## src/rtl/mem_stage_pkg.sv

```systemverilog
// Shared definitions for the memory-access stage: bus widths, stall encoding,
// load/store opcodes, response FSM states and the execute-to-memory bus layout.
package mem_stage_pkg;

  localparam int EX_TO_MEM_WD_DEF = 84;
  localparam int MEM_TO_WB_WD_DEF = 70;
  localparam int MEM_TO_RF_WD_DEF = 38;
  localparam int STALL_BUS_DEF    = 6;

  localparam logic Stop   = 1'b1;
  localparam logic NoStop = 1'b0;

  localparam logic [5:0] OP_LB  = 6'b100000;
  localparam logic [5:0] OP_LH  = 6'b100001;
  localparam logic [5:0] OP_LW  = 6'b100011;
  localparam logic [5:0] OP_LBU = 6'b100100;
  localparam logic [5:0] OP_LHU = 6'b100101;
  localparam logic [5:0] OP_SB  = 6'b101000;
  localparam logic [5:0] OP_SH  = 6'b101001;
  localparam logic [5:0] OP_SW  = 6'b101011;

  typedef enum logic [1:0] {
    ST_IDLE = 2'd0,
    ST_WAIT = 2'd1,
    ST_DONE = 2'd2
  } mem_state_e;

  typedef struct packed {
    logic [1:0]  addr_lo;
    logic [5:0]  ld_st_op;
    logic [31:0] ex_pc;
    logic        mem_en;
    logic [3:0]  mem_wen;
    logic        sel_rf_res;
    logic        rf_we;
    logic [4:0]  rf_waddr;
    logic [31:0] ex_result;
  } ex_to_mem_t;

endpackage

```

## src/rtl/mem_load_align.sv

```systemverilog
// Load alignment: picks the addressed byte/half/word out of the SRAM word and
// sign- or zero-extends it. Unaligned halfwords simply ignore addr_lo[0].
module mem_load_align
  import mem_stage_pkg::*;
(
  input  logic [5:0]  ld_st_op,
  input  logic [1:0]  addr_lo,
  input  logic [31:0] raw,
  output logic [31:0] result
);

  logic [7:0]  byte_sel;
  logic [15:0] half_sel;

  assign byte_sel = raw[{addr_lo, 3'b000} +: 8];
  assign half_sel = addr_lo[1] ? raw[31:16] : raw[15:0];

  // NOTE: every always_comb output gets a value on every path; the default
  // below is what keeps synthesis from inferring a latch.
  always_comb begin
    result = 32'b0;
    unique case (ld_st_op)
      OP_LB:   result = {{24{byte_sel[7]}}, byte_sel};
      OP_LBU:  result = {24'b0, byte_sel};
      OP_LH:   result = {{16{half_sel[15]}}, half_sel};
      OP_LHU:  result = {16'b0, half_sel};
      OP_LW:   result = raw;
      default: result = 32'b0;
    endcase
  end

endmodule

```

## src/rtl/mem_stage.sv

```systemverilog
// MIPS memory-access stage: pipeline register, SRAM response FSM, load data
// buffering and the writeback/forwarding buses.
module mem_stage
  import mem_stage_pkg::*;
#(
  parameter int EX_TO_MEM_WD = EX_TO_MEM_WD_DEF,
  parameter int MEM_TO_WB_WD = MEM_TO_WB_WD_DEF,
  parameter int MEM_TO_RF_WD = MEM_TO_RF_WD_DEF,
  parameter int StallBus     = STALL_BUS_DEF
) (
  input  logic                    clk,
  input  logic                    resetn,
  input  logic [StallBus-1:0]     stall,
  input  logic [EX_TO_MEM_WD-1:0] ex_to_mem_bus,
  input  logic [31:0]             data_sram_rdata,
  input  logic                    data_sram_data_ok,
  output logic [MEM_TO_WB_WD-1:0] mem_to_wb_bus,
  output logic [MEM_TO_RF_WD-1:0] mem_to_rf_bus,
  output logic                    stallreq_for_mem
);

  ex_to_mem_t ex_in;
  ex_to_mem_t ex_to_mem_q, ex_to_mem_d;
  mem_state_e state_q, state_d;
  logic [31:0] rdata_buf_q, rdata_buf_d;

  logic        bubble;
  logic        advance;
  logic        resp_now;
  logic [31:0] raw;
  logic [31:0] load_result;
  logic [31:0] rf_wdata;
  logic        unused_ok;

  assign ex_in = ex_to_mem_t'(ex_to_mem_bus);

  assign bubble   = (stall[3] == Stop) && (stall[4] == NoStop);
  assign advance  = (stall[3] == NoStop);
  assign resp_now = (state_q == ST_WAIT) && data_sram_data_ok;

  always_comb begin
    ex_to_mem_d = ex_to_mem_q;
    if (bubble)       ex_to_mem_d = '0;
    else if (advance) ex_to_mem_d = ex_in;
  end

  // A freshly loaded op must start its own wait, so a response strobe seen on
  // the advancing cycle belongs to the old op and is not buffered.
  always_comb begin
    state_d     = state_q;
    rdata_buf_d = rdata_buf_q;
    if (advance && !bubble) begin
      state_d = ex_in.mem_en ? ST_WAIT : ST_IDLE;
    end else if (bubble) begin
      state_d = ST_IDLE;
    end else if (resp_now) begin
      state_d     = ST_DONE;
      rdata_buf_d = data_sram_rdata;
    end
  end

  // NOTE: sequential state uses non-blocking assignments only, and the small
  // rdata buffer is reset along with the control state so outputs start at 0.
  always_ff @(posedge clk or negedge resetn) begin
    if (!resetn) begin
      ex_to_mem_q <= '0;
      state_q     <= ST_IDLE;
      rdata_buf_q <= '0;
    end else begin
      ex_to_mem_q <= ex_to_mem_d;
      state_q     <= state_d;
      rdata_buf_q <= rdata_buf_d;
    end
  end

  assign stallreq_for_mem = (state_q == ST_WAIT) && !data_sram_data_ok;

  // Zero-wait loads bypass the buffer so data reaches writeback the same cycle.
  assign raw = resp_now ? data_sram_rdata : rdata_buf_q;

  mem_load_align u_load_align (
    .ld_st_op (ex_to_mem_q.ld_st_op),
    .addr_lo  (ex_to_mem_q.addr_lo),
    .raw      (raw),
    .result   (load_result)
  );

  assign rf_wdata = ex_to_mem_q.sel_rf_res ? load_result : ex_to_mem_q.ex_result;

  assign mem_to_wb_bus = {ex_to_mem_q.ex_pc, ex_to_mem_q.rf_we,
                          ex_to_mem_q.rf_waddr, rf_wdata};
  assign mem_to_rf_bus = {ex_to_mem_q.rf_we, ex_to_mem_q.rf_waddr, rf_wdata};

  // Byte enables and the other stages' stall bits are consumed elsewhere.
  assign unused_ok = ^{ex_to_mem_q.mem_wen, stall};

endmodule
```

## config.mk

```make
export PLATFORM = sky130hd
export DESIGN_NAME = mem_stage
export DESIGN_NICKNAME = d
export VERILOG_FILES = /design/src/rtl/mem_stage_pkg.sv /design/src/rtl/mem_load_align.sv /design/src/rtl/mem_stage.sv
export SDC_FILE = /design/constraint.sdc
export NUM_CORES = 1
export LEC_CHECK = 0
export ABC_AREA = 1
export CORE_ASPECT_RATIO = 0.7
export CORE_UTILIZATION = 42
export DETAILED_ROUTE_END_ITERATION = 8
export HOLD_SLACK_MARGIN = 0.1
export PLACE_DENSITY = 0.75
export SLEW_MARGIN = 5
export SYNTH_ARGS = -nofsm -noshare
export SYNTH_HDL_FRONTEND = slang
export SYNTH_SLANG_ARGS = --single-unit
```

## constraint.sdc

```tcl
create_clock -name clk -period 1.7 [get_ports clk]
set_input_delay 0.34 -clock clk [delete_from_list [all_inputs] [get_ports clk]]
set_output_delay 0.34 -clock clk [all_outputs]
set_load 0.02 [all_outputs]
```

* After elaboration in Yosys (flattened, before gate mapping) *
Cells that the tools add are included.
W data, S select, Z words.

cells by class
  add/sub/neg operators = 0
  multiply operators = 0
  divide/modulo/power cells = 0
  magnitude comparators = 0
  equality and inequality tests = 7
  shifts and indexed selects = 1
  multiplexer cells = 10
  bitwise gates (word level) = 4
  reductions and logical operators = 8

operators by type and width
  cell                  number
  $mux W84              2
  $pmux W32 S5          1
  $mux W32              2
  $shiftx A32 B6 Y8     1
  $eq A6 B6 Y1 const B  5
  $mux W16              1
  $mux W2               3
  $logic_and A1 B1 Y1   4
  $not A1 Y1            4
  $reduce_bool A3 Y1    1
  $eq A2 B1 Y1 const B  1
  $logic_not A1 Y1      2
  $ne A2 B1 Y1 const B  1
  $reduce_and A2 Y1     1
  $mux W1               1

word-level totals
  register bits after elaboration = 113
  latch bits = 0
  bits in writable memories = 0
  bits in read-only memories = 0
  input port bits = 125
  output and inout bits = 109
  logic and storage cells = 39
  memories = 0

* Logic depth before layout (Yosys ltp) *
Gate-level depths: netlist of the first run.

  depth after elaboration = 6
  depth in mapped cells = 12
  depth with buffers taken out = 10

* Cells and area by module *
A second synthesis of the first run with hierarchy kept.

unflattened totals
  cells, all modules = 1002
  area total of the unflattened synthesis = 7149.4 um2

modules (own cells, without submodules)
  module          instances  cells each  area an instance (um2)  seq. area each (um2)
  mem_stage       1          801         6190.9                  2827.7
  mem_load_align  1          201         958.4                   0.0

* Least setup slack after synthesis of the first run *
Ideal clock, no wire load.

  path type = register to output
  start = register state_q[1]
  end = output port mem_to_wb_bus[23]
  arrival = 1673 ps
  required time = 1360 ps
  setup slack = -313 ps
  stages on the path, launching flop included = 13
  path buffers = 3
  path through = dfrtp_1 -> inv_2 -> buf_2 -> nand4_2 -> nand3_1 -> nand3_2 -> buf_6 -> nand2_1 -> inv_2 -> nand2_1 -> nand2_1 -> nand2_1 -> buf_4

on the way
  word-level cells in the longest chain between the ends = 6
  elaborated cells on any way between the ends = 7
  classes of those cells = eq/ne (1); shift (1); mux (4); reduce/logical (1)

RTL lines
  element                                        RTL line                                    source
  from (decl)                                    mem_stage.sv:24                             mem_state_e state_q, state_d;
  from (signal assigned)                         mem_stage.sv:71                             state_q <= state_d;
  $eq A2 B1 Y1 (*)                               mem_stage.sv:39                             assign resp_now = (state_q == ST_WAIT) && data_sram_data_ok;
  $logic_and A1 B1 Y1 (*)                        mem_stage.sv:39
  $mux W32 (*)                                   -
  $shiftx A32 B6 Y8 or $mux W16 (tied branches)  mem_load_align.sv:15, mem_load_align.sv:16
  $pmux W32 S5 (*)                               mem_load_align.sv:22                        unique case (ld_st_op)
  $mux W32 (*)                                   mem_stage.sv:88                             assign rf_wdata = ex_to_mem_q.sel_rf_res ? load_result : ex_to_mem_q.ex_result;
  to (decl)                                      mem_stage.sv:17                             output logic [MEM_TO_WB_WD-1:0] mem_to_wb_bus,

Every way passes the cells marked *; elsewhere a longest branch is shown, timed or not.

* Final worst setup path of the first run *
  start = register state_q[1]
  end = output port mem_to_wb_bus[15]

The elaborated chain is that of the path after synthesis.

==> flow_summary_export.csv, run 1 <==
group,metric,value,unit
hold_path,hp-class,"in -> reg",
floorplan,die_h,107.7,um
sta,drv_slew,0,
grt,grt_pass1_vias,6676,
finish,design.final.nets,1278,
setup_path,worstSetupStartpointType,"register",
synthesis,ys_seq_area_share,42.20,%
setup_path,crit_path_top_delay_cell,"dfrtp_1",
synthesis,syn_area,6701,sq um
synthesis,synth_nets,1075,
synthesis,synth_seq_cells,113,
floorplan,boundaryPins,234,
setup_path,critPathArrivalTime,2.20,ns
synthesis,ys_top_cells_by_area,"dfrtp_1, nand2_1, buf_4",
sta,fin_crit,2.536,ns
routing,via_per_inst,5.148,
routing,wl_per_cell,16.86,um
routing,drt_iter0_drc,604,
grt,overflow,0,
sta,fin_crit_sh,149.2,%
synthesis,synth_edf_count,0,
finish,multi_input_area,3254,sq um
finish,ff_latch_area,2828,sq um
routing,drc,0,
floorplan,die_area,16470,sq um
sta,setup_ws,-0.8360,ns
power,vdd_drop_max,0.7554,mV
setup_path,crit_chain,"inv_2, nand3_4, buf_12, nand2_4, nand3_2, nand3_2, nand2_2, nand2_4, clkbuf_16, nand2_2, nand2_2, nand2_2, buf_6",
flow_run,cap_violations,0,
floorplan,start_util,43.10,%
power,finalPower,0.009557,W
setup_path,rrSetupSlack,0.24,ns
cts,numCtsBuffers,17,
setup_path,cp-end-kind,"output pin",
power,cellLeakagePower,5.638,nW
setup_path,cp_common_cell,"nand2_2",
cts,ctsLongestPathBuffers,2,
sta,tightest_slew,0.4859,ns
sta,finalClockSkew,0.009904,ns
sta,hold_viol_final,0,
routing,route.vias.total,7032,
placed_design,dp_hpwl,14900,um
placed_design,gp_congestion,0.8858,
grt,grt_use_total,26.82,%
setup_path,required,1.36,ns
finish,syn_to_final_growth,60.57,%
routing,dr.pass1.iters,6,
setup_path,crit_fanout,6,
sta,rsz0062_at_grt,"yes",
floorplan,row_count,38,
synthesis,synth_top_flop_cell,"dfrtp_1",
status,status,"complete, but fails checks",
finish,fin_util,69.21,%
sta,max_slew_margin,67.61,%
cts,clk_latency,0.42,ns
finish,nFillCells,1243,
sta,setup_violations,65,
cts,root_buffer,"clkbuf_16",
cts,cts_tree,"yes",
floorplan,fp.dieW,153.0,um
cts,cts_num_sinks,113,
power,power.density,888.2,nW/um^2
setup_path,critPathMaxStageDelay,0.38,ns
placed_design,port_buffers,225,
synthesis,yosysTopAreaCell,"dfrtp_1",
cts,clkTransAtPathRegs,0.06,ns
synthesis,async_flop_share,100.0,%
floorplan,coreArea,15550,sq um
routing,drtAntennaViolNets,0,
sta,fin_tns_setup,-51.24,ns
synthesis,synth_top_cells_by_count,"nand2_1, dfrtp_1, inv_1, o21ai_0, buf_4",
synthesis,synth.top_cell.area_share,42.20,%
grt,grt_pass1_wl,33970,um
setup_path,crit_type,"reg -> out",
grt,grt_max_degree,83,
synthesis,syn_inst,950,
routing,routed_wirelength,23040,um
finish,n_antenna_cell,0,
synthesis,yosysWarnings,0,
synthesis,synth_most_common_cell,"nand2_1",
cts,h-tree-depth,4,
status,violations,"setup timing",
grt,antenna_found_initial,0,
synthesis,synthDistinctLibCells,23,
sta,timing.fmax,394.3,MHz
finish,drive_above_1_share,30.02,%
synthesis,synth_area_per_cell,7.054,sq um
## placed cells by master, fill, tap and decap left out, types with 2 or more instances in the layout
cell	n
inv_1	111
clkinv_4	4
inv_2	16
nand3_2	30
o21ai_1	12
clkdlybuf4s50_1	113
a31oi_1	18
clkbuf_16	23
nand3_4	5
nand2_1	248
o21ai_0	73
bufinv_16	3
nand4_2	2
nand2_4	39
dlygate4sd2_1	33
buf_2	3
o211ai_1	14
nand4_1	15
o21ai_2	2
dlymetal6s2s_1	12
clkinvlp_4	3
buf_12	19
inv_6	2
buf_4	54
nor2_1	20
o22ai_1	8
nor2_2	5
nand2_2	63
dfrtp_1	113
nand3_1	21
buf_6	71
## logic make-up (layout without fill, tap and decap cells)
| family | count (synthesis) | in the layout | synth area share (%) |
|---|---|---|---|
| AND/OR/NAND/NOR | 451 | 451 | 27.54 |
| flip-flops | 113 | 113 | 42.20 |
| AO/OA/AOI/OAI | 129 | 129 | 10.68 |
| buffers and inverters | 257 | 473 | 19.59 |
## through the flow
step                      cell area (sq um)  hold slack (ns)  cells  setup WS, ns
after floorplan                        6924          0.04441    950       -0.1691
after global placement                 9218           0.4176   1319        -1.230
after detailed placement               9218           0.4147   1319        -1.269
after CTS                              9753           0.4411   1354       -0.9241
after global routing                  10760           0.4554   1366       -0.9282
final                                 10760           0.4407   1366       -0.8360
## layout make-up
type / instances / share of cell area, %
Timing Repair Buffer: 312 / 30.95
Multi-Input combinational cell: 580 / 30.24
Sequential cell: 113 / 26.28
Inverter: 129 / 4.523
Clock buffer: 18 / 3.988
Tap cell: 200 / 2.326
Clock inverter: 14 / 1.686
## worst max-delay path: cells and delay by family, from the launching register on
family / cells / cell delay, ns
flip-flops: 1 / 0.38
buffers and inverters: 4 / 0.61
AND/OR/NAND/NOR: 9 / 0.78
## state kept, by name, indices dropped and copies added, names as in the netlist
name           flops
ex_to_mem_q       41
mem_to_wb_bus     32
rdata_buf_q       32
mem_to_rf_bus      6
state_q            2
## power by group
part / total (W) / switching, W / internal [W]
clock network: 0.00373 / 0.00140 / 0.00233
registers: 0.00321 / 0.000220 / 0.00299
logic: 0.00262 / 0.00141 / 0.00121
total: 0.00956 / 0.00303 / 0.00653
## per-layer routing
metal	wire length [um]	track usage (%)	share of wire, %	vias up
met1	9462	33.86	41	3306
met3	2282	9.340	9.9	45
met2	10840	43.48	47	370
met5	0	0	0	-
met4	454	7.720	2.0	0
li1	-	-	-	3311
## repair_timing
action / 4_1_cts / 5_1_grt
pin swaps: 11 / 67
setup buffers: 1 / 5
gates resized for setup: 308 / 297
endpoints found under the setup margin: 109 / 77
hold endpoints to repair: 113 / 0
hold buffers: 1 / 0
cloned: 1 / 8
## final timing paths
check                                        from                 to  cells past startpoint
worst max-delay path                   state_q[1]  mem_to_wb_bus[15]                     13
worst min-delay path                     stall[3]         state_q[0]                      3
worst max register to register         state_q[1]    rdata_buf_q[16]                      9
worst min register to register  mem_to_wb_bus[44]  mem_to_wb_bus[44]                      2
max in group asynchronous                  resetn     rdata_buf_q[2]                      3
min in group asynchronous                  resetn     rdata_buf_q[3]                      3
Power figures use the tool's default switching activity.
==> inputs of run 2 (changes only) <==
CORE_UTILIZATION = 43   (was 42)
PLACE_DENSITY = 0.76   (was 0.75)
SYNTH_HIERARCHICAL = 1   (was not set)
==> run 2 against run 1 <==
  * The flow still finishes with violations (setup timing)
  * Clock power is 5.6% lower
  * Clock skew shrank 0.0022 ns
  * Synthesized area rose by 6.7%
  * Hold slack gained 0.015 ns
  * Sequential cell count did not move
  * Die area increased by 4.1%
  * Critical path depth unchanged
==> flow_summary_export.csv, run 2 <==
group,metric,value,unit
grt,grt_max_degree,81,
sta,max_slew_margin,68.86,%
sta,rsz0062_at_grt,"yes",
synthesis,synth_top_cells_by_count,"nand2_1, inv_1, dfrtp_1, o21ai_0, buf_4",
power,p_int,0.006503,W
routing,routed_wirelength,21670,um
finish,multi_input_area,3124,sq um
finish,largest_register_ffs,41,
setup_path,crit_fanout,16,
power,clkPwrFrac,36.7,%
cts,root_buffer,"clkbuf_16",
synthesis,synth.top_cell.area_share,39.55,%
setup_path,required,1.36,ns
status,status,"complete, but fails checks",
synthesis,ys_top_cells_by_area,"dfrtp_1, nand2_1, inv_1",
routing,drt_iter0_drc,509,
setup_path,crit_chain,"inv_4, nand3_4, buf_12, nand2_2, and2_4, nand2_2, nand3_2, nand3_4, buf_12, nand3_1, nand2_1, o21ai_2, buf_4",
grt,grt_pass1_vias,6691,
power,seqPwrFrac,32.9,%
synthesis,synth_seq_cells,113,
sta,setup_violations,65,
finish,drive_above_1_share,26.06,%
sta,finalClockSkew,0.007713,ns
finish,syn_to_final_growth,50.39,%
power,vdd_drop_max,0.5928,mV
finish,design.final.nets,1340,
floorplan,fp.dieW,156.1,um
synthesis,synth_top_flop_cell,"dfrtp_1",
synthesis,yosysWarnings,6,
synthesis,synth_nets,1127,
finish,design_area,10750,sq um
setup_path,critPathMaxStageDelay,0.40,ns
finish,final_common_cell,"nand2_1",
placed_design,dp_slack,-1.393,ns
finish,nFillCells,1403,
setup_path,critPathArrivalTime,2.30,ns
power,cellLeakagePower,5.718,nW
synthesis,synth_edf_count,0,
placed_design,gp_congestion,0.9403,
sta,hold_viol_final,0,
setup_path,crit_path_top_delay_cell,"dfrtp_1",
synthesis,syn_inst,1002,
placed_design,dp_hpwl,15250,um
finish,ff_latch_area,2833,sq um
floorplan,die_area,17150,sq um
sta,timing.fmax,378.9,MHz
routing,drtAntennaViolNets,0,
hold_path,hp-class,"in -> reg",
routing,via_per_inst,4.829,
finish,n_antenna_cell,0,
setup_path,crit_type,"reg -> out",
floorplan,start_util,43.87,%
routing,wl_per_cell,14.91,um
routing,dr.pass1.iters,5,
grt,overflow,0,
cts,numCtsBuffers,17,
cts,clkTransAtPathRegs,0.06,ns
sta,tightest_slew,0.4671,ns
cts,cts_num_sinks,113,
synthesis,synth_area_per_cell,7.135,sq um
floorplan,die_h,109.9,um
power,power.share.switching,32.24,%
floorplan,coreArea,16300,sq um
cts,h-tree-depth,4,
cts,clk_latency,0.42,ns
placed_design,port_buffers,225,
cts,cts_tree,"yes",
power,power.density,892.6,nW/um^2
synthesis,yosysTopAreaCell,"dfrtp_1",
routing,route.vias.total,7017,
cts,ctsLongestPathBuffers,2,
synthesis,ys_seq_area_share,39.55,%
routing,drc,0,
placed_design,dpl-instance-area,9921,sq um
synthesis,synth_most_common_cell,"nand2_1",
grt,grt_pass1_wl,34730,um
power,p_comb_share,30.4,%
finish,final_cell_mix,"nand2_1, inv_1, clkdlybuf4s50_1, dfrtp_1, buf_4",
synthesis,synthDistinctLibCells,20,
floorplan,boundaryPins,234,
flow_run,cap_violations,0,
grt,antenna_found_initial,0,
sta,fin_crit,2.639,ns
synthesis,async_flop_share,100.0,%
finish,regMostFlops,"ex_to_mem_q",
sta,drv_slew,0,
grt,grt_use_total,26.31,%
power,finalPower,0.009597,W
sta,setup_ws,-0.9391,ns
synthesis,syn_area,7149,sq um
floorplan,row_count,39,
status,violations,"setup timing",
setup_path,cp-end-kind,"output pin",
power,power_switching,0.003094,W
sta,fin_crit_sh,155.2,%
setup_path,worstSetupStartpointType,"register",
==> run 2: worst max-delay path, delay by kind of cell, from the launching register on <==
| kind | cells | cell delay, ns |
|---|---|---|
| DFF | 1 | 0.40 |
| buffers and inverters | 4 | 0.62 |
| and+or+nand+nor | 8 | 0.76 |
| AOI/OAI and AO/OA | 1 | 0.08 |
==> run 2: path summary, 6_finish.rpt <==
kind	startpoint	endpoint	slack, ns	cells after the start
setup reg to reg	state_q[1]	rdata_buf_q[30]	0.39	7
max in group asynchronous	resetn	state_q[0]	0.81	3
hold reg to reg	mem_to_wb_bus[63]	mem_to_wb_bus[63]	0.48	2
setup / recovery	state_q[1]	mem_to_wb_bus[25]	-0.94	13
min in group asynchronous	resetn	rdata_buf_q[8]	0.47	3
hold / removal	ex_to_mem_bus[65]	mem_to_wb_bus[59]	0.46	3
==> run 2: timing repair <==
item | CTS | global route
hold endpoints to repair | 113 | 0
gates resized for setup | 428 | 41
endpoints found under the setup margin | 109 | 65
pin swaps | 5 | 8
cloned | 2 | 1
hold buffers | 1 | 0
buffers inserted | 4 | 6
==> run 2: logic make-up after synthesis <==
logic type | after synthesis | synth area share [%]
simple gates | 442 | 28.53
compound gates | 119 | 8.943
buf+inv | 328 | 22.98
flops | 113 | 39.55
==> run 2: area by class of cell <==
cell class	instances	area share [%]
Tap cell	225	2.618
Inverter	196	6.866
Sequential cell	113	26.35
Clock buffer	19	4.213
Multi-Input combinational cell	561	29.06
Timing Repair Buffer	326	29.73
Clock inverter	13	1.164
==> run 2: power by group through the flow <==
stage,logic [W],clock network (W),registers (W)
after floorplan,0.00170,0,0.00316
after global placement,0.00271,0,0.00319
after detailed placement,0.00275,0,0.00320
after CTS,0.00282,0.00356,0.00316
after global routing,0.00318,0.00370,0.00320
final,0.00292,0.00352,0.00316
==> run 2: stage by stage <==
stage	hold slack, ns	util, %	setup TNS, ns	std cells
6_report	0.4552	65.97	-56.24	1453
5_1_grt	0.4610	65.97	-63.76	1453
4_1_cts	0.4484	64.80	-56.70	1446
3_5_place_dp	0.4044	60.87	-85.43	1407
3_3_place_gp	0.4045	60.87	-82.91	1407
2_1_floorplan	0.04441	-	-15.33	1002
==> run 2: routing by layer <==
layer | GRT usage (%) | vias up | share of wire (%) | wire [um]
li1 | - | 3451 | - | -
met2 | 40.56 | 277 | 44 | 9562
met5 | 0 | - | 0 | 0
met4 | 6.863 | 0 | 0.82 | 177
met1 | 36.89 | 3267 | 47 | 10160
met3 | 6.385 | 22 | 8.2 | 1769
==> inputs of run 3 (changes only) <==
CORE_UTILIZATION = 47   (was 43)
PLACE_DENSITY = 0.79   (was 0.76)
SKIP_LAST_GASP = 1   (was not set)
clock period = 2.7 ns   (was 1.7 ns; I/O delays follow)
==> run 3 against run 2 <==
  * The flow still finishes with violations (setup timing)
  * Sequential share of layout area shrank 0.49 points
  * Combinational power shrank 27%
  * Global-route usage grew 4.7 points
  * Sequential power shrank 37%
  * Clock skew shrank 0.0017 ns
  * Utilization grew 8.1 points
  * Clock-buffer cell count shrank 1
  * Register-to-register slack lost 0.30 ns
  * Hold slack lost 0.34 ns
  * First-iteration DRC count grew 63%
  * Non-clock buffer count grew 28
  * Largest cell class unchanged
  * Final cell count is essentially flat
==> flow_summary_export.csv, run 3 (same netlist as run 2, synthesis figures left out) <==
group,metric,value,unit
status,status,"complete, but fails checks",
status,violations,"setup timing",
setup_path,critPathMaxStageDelay,0.40,ns
cts,cts_num_sinks,113,
routing,drtAntennaViolNets,0,
setup_path,worstSetupStartpointType,"register",
cts,cts_tree,"yes",
sta,rsz0062_at_grt,"yes",
setup_path,crit_type,"reg -> out",
sta,timing.fmax,343.0,MHz
power,power_switching,0.002087,W
power,p_comb_share,32.3,%
finish,instances_no_fill,1452,
sta,fin_crit,2.915,ns
power,seqPwrFrac,30.2,%
finish,final_common_cell,"nand2_1",
cts,clkTransAtPathRegs,0.06,ns
power,power.density,605.1,nW/um^2
power,clkPwrFrac,37.4,%
cts,h-tree-depth,4,
routing,route.vias.total,7502,
sta,fin_tns_setup,-9.463,ns
placed_design,gp_congestion,0.9373,
finish,n_antenna_cell,0,
sta,setup_ws,-0.2153,ns
placed_design,dp.cells,1375,
power,cellLeakagePower,5.714,nW
finish,largest_register_ffs,41,
finish,regMostFlops,"ex_to_mem_q",
placed_design,dpl-instance-area,9445,sq um
floorplan,fp.dieW,149.4,um
finish,design.final.nets,1369,
power,vdd_drop_max,0.4570,mV
floorplan,die_area,15720,sq um
floorplan,boundaryPins,234,
routing,drc,0,
setup_path,cp-end-kind,"output pin",
setup_path,cp_common_cell,"nand2_1",
grt,grt_max_degree,81,
sta,setup_violations,64,
routing,dr.pass1.iters,5,
placed_design,dp_hpwl,15080,um
grt,overflow,0,
finish,syn_to_final_growth,53.08,%
cts,ctsLongestPathBuffers,2,
setup_path,cp_top_family,"simple AND/OR/NAND/NOR gates",
setup_path,path_buf_inv,5,
cts,clk_latency,0.42,ns
flow_run,cap_violations,0,
finish,final_cell_mix,"nand2_1, inv_1, clkdlybuf4s50_1, buf_4, dfrtp_1",
grt,antenna_found_initial,0,
finish,nFillCells,1080,
cts,ctsHoldBuffers,0,
power,power.share.switching,31.51,%
power,p_int,0.004535,W
routing,drt_iter0_drc,828,
grt,grt_pass1_wl,37240,um
placed_design,dp_slack,-0.9702,ns
sta,finalClockSkew,0.006001,ns
sta,max_slew_margin,48.81,%
sta,drv_slew,0,
finish,drive_above_1_share,27.76,%
sta,tightest_slew,0.7679,ns
setup_path,crit_fanout,8,
placed_design,port_buffers,225,
setup_path,r2r_start,"state_q[1]",
floorplan,row_count,37,
sta,holdWs,0.1175,ns
grt,grt_pass1_vias,7092,
finish,design_area,10940,sq um
routing,via_per_inst,5.167,
setup_path,critPathArrivalTime,2.38,ns
setup_path,crit_path_top_delay_cell,"dfrtp_1",
routing,routed_wirelength,24100,um
floorplan,coreArea,14770,sq um
setup_path,critPathLaunch,"state_q[1]",
cts,numCtsBuffers,17,
floorplan,die_h,105.2,um
setup_path,crit_chain,"inv_4, buf_8, buf_6, buf_4, nand4_1, and2_4, nand2_1, nand2_1, nand2_1, nor2_1, nor2_1, nand2_1, nand2_1, o21ai_2, buf_6",
setup_path,rrSetupSlack,0.09,ns
routing,wl_per_cell,16.60,um
grt,grt_use_total,31.00,%
sta,hold_viol_final,0,
hold_path,hp-class,"in -> async",
floorplan,start_util,48.41,%
setup_path,required,2.16,ns
cts,root_buffer,"clkbuf_16",
sta,fin_crit_sh,108.0,%
==> run 3: per-layer routing <==
metal,up-vias,global-route usage (%),wire length (um)
met5,-,0,0
met4,0,9.475,571
met3,65,8.865,2412
met2,434,48.45,11190
met1,3501,41.28,9924
li1,3502,-,-
==> run 3: power groups by stage <==
stage	clock [W]	combinational, W	sequential, W
detailed placement	0	0.00170	0.00201
finish	0.00248	0.00214	0.00200
global route	0.00257	0.00229	0.00202
global placement	0	0.00167	0.00201
floorplan	0	0.000948	0.00199
CTS	0.00250	0.00197	0.00199
==> run 3: timing repair <==
action                     CTS  global route
setup endpoints to repair   65            66
pin swaps                   10            23
gates cloned                 6             0
gates resized for setup    471            95
buffers inserted            39             9
==> run 3: worst paths after layout <==
path,to,depth (start not counted)
max,mem_to_rf_bus[0],15
min,rdata_buf_q[21],2
max reg2reg,rdata_buf_q[1],17
min reg2reg,rdata_buf_q[29],2
max in group asynchronous,ex_to_mem_q[38],2
min in group clk,rdata_buf_q[29],2
==> run 3: cell type report <==
cell class	instances	area (sq um)	share of cell area [%]
repair buffers	354	3448	31.51
clock buffers	18	439.2	4.013
multi-input cells	562	3040	27.78
clock inverters	14	203.9	1.864
inverters	196	738.2	6.745
well taps	195	244.0	2.229
flip-flops and latches	113	2830	25.86
==> run 3: stage by stage <==
stage	total power, W	util, %
after detailed placement	0.003718	63.96
after global routing	0.006880	74.11
final	0.006622	74.11
after CTS	0.006459	72.27
after floorplan	0.002934	-
after global placement	0.003676	63.96
